[config.mk]
export PLATFORM = sky130hd
export DESIGN_NAME = usb_packet_tx
export DESIGN_NICKNAME = d
export VERILOG_FILES = /design/src/rtl/usb_packet_tx.sv
export SDC_FILE = /design/constraint.sdc
export NUM_CORES = 1
export LEC_CHECK = 0
export ABC_AREA = 1
export CAP_MARGIN = 20
export CORE_MARGIN = 2
export CORE_UTILIZATION = 50
export DETAILED_ROUTE_END_ITERATION = 8
export GPL_ROUTABILITY_DRIVEN = 0
export PLACE_DENSITY = 0.83
export SYNTH_ARGS = -nofsm -noshare
export SYNTH_HDL_FRONTEND = slang
export SYNTH_SLANG_ARGS = --single-unit
[constraint.sdc]
create_clock -name clk -period 2.2 [get_ports clk]
set_input_delay 0.44 -clock clk [delete_from_list [all_inputs] [get_ports clk]]
set_output_delay 0.44 -clock clk [all_outputs]
set_load 0.05 [all_outputs]
[src/rtl/usb_packet_tx.sv]
`default_nettype none
// ============================================================================
// usb_packet_tx : low-speed USB packet sender (PID, payload, CRC16) feeding
//                 the transceiver byte interface. Optional: USB_PKT_TX_TIMEOUT_EN
// Revision 1.0  : initial release
// ============================================================================
module usb_packet_tx #(
    parameter int MAX_LEN        = 8,
    parameter int TIMEOUT_CYCLES = 1024
) (
    input  logic                         clk,
    input  logic                         reset,
    input  logic                         start,
    input  logic [3:0]                   pid,
    input  logic [$clog2(MAX_LEN+1)-1:0] len,
    input  logic [7:0]                   pl_data,
    input  logic                         pl_valid,
    output logic                         pl_ready,
    output logic [7:0]                   tx_data,
    output logic                         tx_valid,
    input  logic                         tx_ready,
    output logic                         busy,
    output logic                         done,
    output logic                         error
);

    localparam int              LEN_W     = $clog2(MAX_LEN + 1);
    localparam logic [LEN_W-1:0] MAX_LEN_L = LEN_W'(MAX_LEN);

    typedef enum logic [2:0] {
        S_IDLE   = 3'd0,
        S_PID    = 3'd1,
        S_DATA   = 3'd2,
        S_CRC_LO = 3'd3,
        S_CRC_HI = 3'd4
    } state_t;

    state_t           state_q, state_d;
    logic [7:0]       tx_data_q, tx_data_d;
    logic             tx_valid_q, tx_valid_d;
    logic             busy_q, busy_d;
    logic             done_q, done_d;
    logic             error_q, error_d;
    logic [15:0]      crc_q, crc_d;
    logic [LEN_W-1:0] rem_q, rem_d;
    logic             is_data_q, is_data_d;
    logic             finish;
    logic             abort;
    logic             start_is_data;

    // Reflected CRC16 (0xA001), one whole byte per clock, LSB first
    function automatic logic [15:0] crc16_byte(input logic [15:0] c, input logic [7:0] b);
        logic [15:0] r;
        r = c ^ {8'h00, b};
        for (int i = 0; i < 8; i++) begin
            r = r[0] ? ((r >> 1) ^ 16'hA001) : (r >> 1);
        end
        return r;
    endfunction

    assign start_is_data = (pid[1:0] == 2'b11);

`ifdef USB_PKT_TX_TIMEOUT_EN
    localparam int             TO_W    = $clog2(TIMEOUT_CYCLES + 1);
    localparam logic [TO_W-1:0] TO_LAST = TO_W'(TIMEOUT_CYCLES - 1);
    logic [TO_W-1:0]           to_q, to_d;
`endif

    always_comb begin
        state_d    = state_q;
        tx_data_d  = tx_data_q;
        tx_valid_d = tx_valid_q;
        busy_d     = busy_q;
        done_d     = 1'b0;
        error_d    = 1'b0;
        crc_d      = crc_q;
        rem_d      = rem_q;
        is_data_d  = is_data_q;
        pl_ready   = 1'b0;
        finish     = 1'b0;
        abort      = 1'b0;

        case (state_q)
            S_IDLE: begin
                if (start) begin
                    if (start_is_data && (len > MAX_LEN_L)) begin
                        error_d = 1'b1;
                    end else begin
                        tx_data_d  = {~pid, pid};
                        tx_valid_d = 1'b1;
                        busy_d     = 1'b1;
                        crc_d      = 16'hFFFF;
                        rem_d      = start_is_data ? len : '0;
                        is_data_d  = start_is_data;
                        state_d    = S_PID;
                    end
                end
            end
            // PID and DATA share the payload fetch; rem_q counts bytes still owed
            S_PID, S_DATA: begin
                if (tx_ready) begin
                    if (!is_data_q) begin
                        finish = 1'b1;
                    end else if (rem_q == '0) begin
                        tx_data_d = ~crc_q[7:0];
                        state_d   = S_CRC_LO;
                    end else if (pl_valid) begin
                        pl_ready  = 1'b1;
                        tx_data_d = pl_data;
                        crc_d     = crc16_byte(crc_q, pl_data);
                        rem_d     = rem_q - LEN_W'(1);
                        state_d   = S_DATA;
                    end else begin
                        abort = 1'b1;
                    end
                end
            end
            S_CRC_LO: begin
                if (tx_ready) begin
                    tx_data_d = ~crc_q[15:8];
                    state_d   = S_CRC_HI;
                end
            end
            S_CRC_HI: begin
                if (tx_ready) begin
                    finish = 1'b1;
                end
            end
            default: state_d = S_IDLE;
        endcase

`ifdef USB_PKT_TX_TIMEOUT_EN
        to_d = '0;
        if ((state_q != S_IDLE) && !tx_ready) begin
            if (to_q == TO_LAST) begin
                abort = 1'b1;
            end else begin
                to_d = to_q + TO_W'(1);
            end
        end
`endif

        if (finish || abort) begin
            tx_valid_d = 1'b0;
            tx_data_d  = 8'h00;
            busy_d     = 1'b0;
            done_d     = finish;
            error_d    = abort;
            state_d    = S_IDLE;
        end
    end

    always_ff @(posedge clk or negedge reset) begin
        if (!reset) begin
            state_q    <= S_IDLE;
            tx_data_q  <= 8'h00;
            tx_valid_q <= 1'b0;
            busy_q     <= 1'b0;
            done_q     <= 1'b0;
            error_q    <= 1'b0;
            crc_q      <= 16'hFFFF;
            rem_q      <= '0;
            is_data_q  <= 1'b0;
`ifdef USB_PKT_TX_TIMEOUT_EN
            to_q       <= '0;
`endif
        end else begin
            state_q    <= state_d;
            tx_data_q  <= tx_data_d;
            tx_valid_q <= tx_valid_d;
            busy_q     <= busy_d;
            done_q     <= done_d;
            error_q    <= error_d;
            crc_q      <= crc_d;
            rem_q      <= rem_d;
            is_data_q  <= is_data_d;
`ifdef USB_PKT_TX_TIMEOUT_EN
            to_q       <= to_d;
`endif
        end
    end

    assign tx_data  = tx_data_q;
    assign tx_valid = tx_valid_q;
    assign busy     = busy_q;
    assign done     = done_q;
    assign error    = error_q;

endmodule
`default_nettype wire

* Word level (Yosys, flattened, before mapping)
Cells that the tools add are included.
Word-level totals: bits in registers 35, latch bits 0, memory bits (writable) 0, bits in read-only memories 0, bits of input ports 21, output and inout bits 13, word-level logic and storage cells 120, memories kept 0
Operators by class: $add $sub $neg 1, multipliers 0, divide/modulo/power cells 0, magnitude comparators 1, equality and inequality tests 19, shift-type cells 0, muxes and demuxes 64, bitwise logic cells 13, reduce and logical (&&, ||, !) cells 14
Operator list (number):
- 16-bit 2-to-1 mux | 14
- 8-bit 2-to-1 mux | 8
- 16-bit case mux with 2 select lines | 1
- 4-bit 2-to-1 mux | 7
- 3-bit 2-to-1 mux | 8
- 2-bit NOT with 3-bit output | 8
- 8-bit case mux with 3 select lines | 1
- 1-bit 2-to-1 mux | 22
- 7-bit AND reduction | 3
- 8-bit NOT | 2
- 16-bit by 8-bit bitwise XOR with 16-bit output | 1
- 3-bit inequality test (second input constant) | 5
- 2-bit inequality test (second input constant) | 7
- 3-bit case mux with 4 select lines | 1
- 4-bit case mux with 2 select lines | 1
- 3-bit by 2-bit equality test with 1-bit output (second input constant) | 2
- 3-bit AND reduction | 2
- 2-bit nonzero test | 3
- 4-bit > comparator (second input constant) | 1
- 4-bit zero test | 1
- 4-bit inequality test (second input constant) | 1
- 4-bit NOT | 1
- 4-bit nonzero test | 1
- 4-bit by 1-bit subtractor with 4-bit output (second input constant) | 1
- 10 further kinds | 10

* Depth between registers and ports, before layout
Gate-level depths: netlist of run 1.
depth in word-level cells 22, mapped depth 15, gate-level depth less buffers 15

* Least setup slack after synthesis of run 1
OpenSTA, ideal clock, no wires.
kind register to output, start point register rem_q[0], end point output port pl_ready, data arrival time 1.606 ns, required time 1.760 ns, setup slack 0.154 ns, stages on the path, launching flop included 11, buffers on the path 1, path through dfrtp_1 -> inv_1 -> ha_1 -> inv_1 -> nor2_1 -> nand2_1 -> clkinv_1 -> nor2_4 -> inv_2 -> nor2_2 -> buf_2
Between the ends: longest elaborated chain between the ends 5
RTL lines:
- from (decl) | line 45 | logic [LEN_W-1:0] rem_q, rem_d;
- from (signal assigned) | line 175 | rem_q <= rem_d;
- 4-bit zero test | line 104 | end else if (rem_q == '0) begin
- 1-bit 2-to-1 mux | line 104
- 1-bit 2-to-1 mux | line 102 | if (!is_data_q) begin
- 1-bit 2-to-1 mux | line 101 | if (tx_ready) begin
- 1-bit 2-to-1 mux | line 83 | case (state_q)
- to (decl) | line 18 | output logic pl_ready,
Every way passes these cells.

* Worst setup path after layout of run 1
Same ends and word-level chain as after synthesis.

==> results.cfg, run 1 <==
[status]
run_status = complete, no violations

[drt]
wl_per_cell_um = 13.8
vias = 2259
vias_per_cell = 5.51
antenna_left = 0
drc_errors = 0
drtIter0Drc = 209
dr.pass1.iters = 5
routed_wirelength_mm = 5.64

[timing]
tns_ps = 0
skew_ps = 7.50
setup_violations = 0
finalCritPeriodShare_pct = 94.5
fin_crit_ps = 2080
slew_viol_final = 0
tightest_slew_ps = 499
maxSlewHeadroom_pct = 66.6
hold_viol = 0
rsz0062_at_grt = false
fmax_ghz = 0.481

[pwr]
clkPwrFrac_pct = 9.8
p_sw_mw = 2.33
internal_power_mw = 2.28
leakage_nw = 1.39
power_density_nw_per_um2 = 1650
pwr-share-seq_pct = 25.6
pwr-share-comb_pct = 64.5
ir_drop_v = 0.000679
switching_share_pct = 50.5

[logic_synthesis]
yosysSeqAreaShare_pct = 40.6
ys_top_cells_by_area = dfrtp_1 (22%), dfstp_2 (19%), nand2_1 (18%)
synth_cell_types = 34
synth_most_common_cell = nand2_1
syn_nets = 331
async_flop_share_pct = 100
ys_warn_count = 0
yosys.area.top_type = dfrtp_1
synth_enable_flop_cells = 0
ys.flop_type = dfrtp_1
synth_common_cells = nand2_1 (108), inv_1 (46), dfrtp_1 (19)
synthCells = 309
synth_top_area_share_pct = 21.5
synth.cell_area_um2 = 2210
avgSynthCellArea_um2 = 7.14
ys_ff_latch = 35

[cells_and_area]
drive_gt1_share_pct = 17.0
area_growth_pct = 26.4
fillCellCount = 370
fin_nets = 379
design_area_um2 = 2790
antenna_cells = 0

[floorplan]
die_area_um2 = 4960
core_um2 = 4290
die_width_um = 70.4
placementRows = 24
initial_utilization_pct = 51.4
fp.dieH_um = 70.4
ios = 34

[place]
dp_hpwl_mm = 3.92
place.port_buffers = 33
place_area_um2 = 2610

[worst_hold_path]
hold_class = flip-flop to flip-flop

[global_route]
grt_pass1_vias = 1991
grt_overflow = 0
grt_antenna_before_repair = 0
grt_pass1_wl_mm = 8.94
gr-usage-all-layers_pct = 23.3
grt_max_degree = 36

[clock_network]
h-tree-depth = 2
root_buffer = clkbuf_8
numCtsBuffers = 5
clock_latency_ps = 290
path_clk_slew_ps = 60
clk_path_buf_depth = 2
clock-sinks = 35
tritoncts = done

[setup_path]
crit_required_ps = 1760
critPathCaptureType = output pin
crit_fanout = 6
arrival_ps = 1640
worstSetupStartpointType = flip-flop
crit_type = flip-flop to output pin
regToRegSetupSlack_ps = 210

[run]
cap_violations = 0
-- layout make-up --
| class | count | area, um2 | area share [%] |
|---|---|---|---|
| Clock buffer | 7 | 76.3 | 2.74 |
| Clock inverter | 1 | 5.00 | 0.179 |
| Inverter | 53 | 206 | 7.40 |
| Multi-Input combinational cell | 215 | 1100 | 39.3 |
| Sequential cell | 35 | 896 | 32.1 |
| Tap cell | 52 | 65.1 | 2.33 |
| Timing Repair Buffer | 47 | 445 | 16.0 |
-- critical path, stage by stage, from the launching register on --
cell and delay [ps]:
dfrtp_1 350, inv_2 50, ha_2 180, inv_1 50, nor2_1 40, nand2_1 90
inv_2 50, nor2_4 150, inv_4 70, nor2_4 160, buf_12 150
-- power by group through the flow --
stage | Clock, mW | Sequential [mW] | Combinational [mW]
after CTS | 0.468 | 1.17 | 2.72
after global placement | 0 | 1.17 | 2.59
final | 0.453 | 1.18 | 2.98
after global routing | 0.494 | 1.22 | 3.26
after floorplan | 0 | 1.44 | 1.77
after detailed placement | 0 | 1.18 | 2.65
-- what timing repair did --
| item | in CTS | in global routing |
|---|---|---|
| resized for setup | 1 | 8 |
| hold buffers | 0 | 0 |
| cloned | 0 | 1 |
| setup endpoints to repair | 1 | 12 |
| setup buffers | 2 | 6 |
| endpoints found under the hold margin | 0 | 0 |
| pin swaps | 1 | 6 |
-- state kept, by name, indices dropped and copies added, names as in the netlist --
| register | cells |
|---|---|
| is_data_q | 1 |
| rem_q | 4 |
| state_q | 3 |
| error | 1 |
| busy | 1 |
| done | 1 |
| crc_q | 16 |
| tx_data | 8 |
-- worst paths after layout --
check,start,end,cells past startpoint
max in group asynchronous,reset,crc_q[0],2
max,rem_q[0],pl_ready,10
min reg2reg,crc_q[13],crc_q[13],2
min in group asynchronous,reset,rem_q[0],2
min,crc_q[13],crc_q[13],2
max reg2reg,rem_q[0],state_q[0],15
-- stage by stage --
stage | setup slack (ps) | total power [mW] | hold slack, ps | utilization [%] | std cells
global route | 5.37 | 4.97 | 511 | 65.0 | 410
floorplan | 154 | 3.22 | 144 | - | 309
CTS | 31.7 | 4.37 | 494 | 63.1 | 403
detailed placement | 43.7 | 3.84 | 481 | 60.7 | 393
global placement | 130 | 3.76 | 471 | 60.7 | 393
finish | 121 | 4.61 | 493 | 65.0 | 410
-- metal layers --
metal,global-route usage [%],wire length [um]
met5,0,0
met4,10.5,225
met3,6.06,387
met2,39.1,2740
met1,27.9,2290
-- placed cells by master, fill, tap and decap left out, drive strengths merged --
cell type,instances
a31oi,3
nand2,111
nand4,7
a32oi,5
o21ai,28
dfstp,16
dfrtp,19
or2,1
a22oi,6
ha,1
xnor2,2
o22ai,6
nor3,1
o2111ai,1
a21oi,4
nor2,18
inv,53
clkinv,1
nand3,15
clkdlybuf4s50,32
xor2,1
clkbuf,7
o211ai,5
buf,15
-- cells by family after synthesis --
kind of cell | share of synthesized area [%]
AND/OR/NAND/NOR | 30.2
adder cells (fa/ha/maj) | 0.567
buffers and inverters | 11.4
XOR/XNOR | 1.19
flip-flops | 40.6
AO/OA/AOI/OAI | 16.1
(Power assumes the default switching activity.)
==> run 2, diff against run 1 <==
RECOVER_POWER = 25   (was unset)
==> results.cfg, run 2 (same netlist as run 1, synthesis figures left out) <==
[timing]
fin_crit_ps = 2080
setup_violations = 0
rsz0062_at_grt = false
maxSlewHeadroom_pct = 43.1
finalCritPeriodShare_pct = 94.5
skew_ps = 7.50
tns_ps = 0
hold_viol = 0
tightest_slew_ps = 853
hold_slack_ps = 493
fmax_ghz = 0.481
slew_viol_final = 0

[status]
run_status = complete, no violations

[drt]
routed_wirelength_mm = 5.65
drtIter0Drc = 209
dr.pass1.iters = 5
wl_per_cell_um = 13.8
drc_errors = 0
vias_per_cell = 5.51
antenna_left = 0
vias = 2259

[pwr]
pwr-share-comb_pct = 64.5
clkPwrFrac_pct = 9.8
ir_drop_v = 0.000678
power_density_nw_per_um2 = 1650
internal_power_mw = 2.28
pwr-share-seq_pct = 25.6
p_sw_mw = 2.33
switching_share_pct = 50.5
leakage_nw = 1.39

[cells_and_area]
area_growth_pct = 26.3
fin_nets = 379
regMostFlops = crc_q
antenna_cells = 0
mostFrequentLayoutCell = nand2_1
largest_reg_flops = 16
drive_gt1_share_pct = 17.0
final_cell_mix = nand2_1 (107), inv_1 (45), clkdlybuf4s50_1 (31), dfrtp_1 (19), o21ai_1 (18)

[clock_network]
tritoncts = done
clk_path_buf_depth = 2
holdBufCountCts = 0
root_buffer = clkbuf_8
clock_latency_ps = 290
h-tree-depth = 2
path_clk_slew_ps = 60
clock-sinks = 35
numCtsBuffers = 5

[global_route]
grt_overflow = 0
grt_max_degree = 36
grt_pass1_wl_mm = 8.94
grt_pass1_vias = 1991
grt_antenna_before_repair = 0
gr-usage-all-layers_pct = 23.3

[setup_path]
worstSetupStartpointType = flip-flop
arrival_ps = 1640
critPathCaptureType = output pin
crit_fanout = 6
crit_required_ps = 1760
crit_type = flip-flop to output pin

[floorplan]
initial_utilization_pct = 51.4
die_width_um = 70.4
ios = 34
die_area_um2 = 4960
fp.dieH_um = 70.4
core_um2 = 4290
placementRows = 24

[run]
cap_violations = 0

[worst_hold_path]
hold_class = flip-flop to flip-flop

[place]
dp_hpwl_mm = 3.92
place.port_buffers = 33
-- run 2: metrics by stage --
step	cells	power, mW	utilization (%)	cell area, um2	setup WS [ps]
detailed placement	393	3.84	60.7	2610	43.7
global route	410	4.97	64.9	2790	5.37
CTS	403	4.37	63.1	2710	31.7
floorplan	309	3.22	-	2210	154
finish	410	4.61	64.9	2790	121
global placement	393	3.76	60.7	2610	130
-- run 2: final cells by class --
class	count	area [um2]
well taps	52	65.1
clock buffers	7	76.3
flip-flops and latches	35	896
fillers	371	1510
multi-input cells	215	1100
inverters	53	206
clock inverters	1	5.00
repair buffers	47	443
-- run 2: timing repair --
item,4_1_cts,5_1_grt
resized for setup,1,8
pin swaps,1,6
setup endpoints to repair,1,12
cloned,0,1
setup buffers,2,6
-- run 2: path summary, 6_finish.rpt --
path	startpoint	end	cells after the start	slack [ps]
max	rem_q[0]	pl_ready	10	120
min	crc_q[13]	crc_q[13]	2	490
max reg2reg	rem_q[0]	state_q[0]	15	200
min reg2reg	crc_q[13]	crc_q[13]	2	490
max in group asynchronous	reset	busy	2	880
min in group asynchronous	reset	rem_q[0]	2	790
-- run 2: power groups by stage --
stage | logic [mW] | registers (mW) | clock network [mW]
after floorplan | 1.77 | 1.44 | 0
after global placement | 2.59 | 1.17 | 0
after detailed placement | 2.65 | 1.18 | 0
after CTS | 2.72 | 1.17 | 0.468
after global routing | 3.26 | 1.22 | 0.494
final | 2.98 | 1.18 | 0.453
-- run 2: routing by layer --
metal / vias up / global-route usage, % / routed length (um)
met5: - / 0 / 0
li1: 1105 / - / -
met3: 30 / 6.06 / 396
met1: 1027 / 27.9 / 2290
met4: 0 / 10.5 / 228
met2: 97 / 39.1 / 2730
-- run 2: worst max-delay path, cell delays in order (launching register included) --
cell	delay, ps
dfrtp_1	350
inv_2	50
ha_2	180
inv_1	50
nor2_1	40
nand2_1	90
inv_2	50
nor2_4	150
inv_4	70
nor2_4	160
buf_12	150
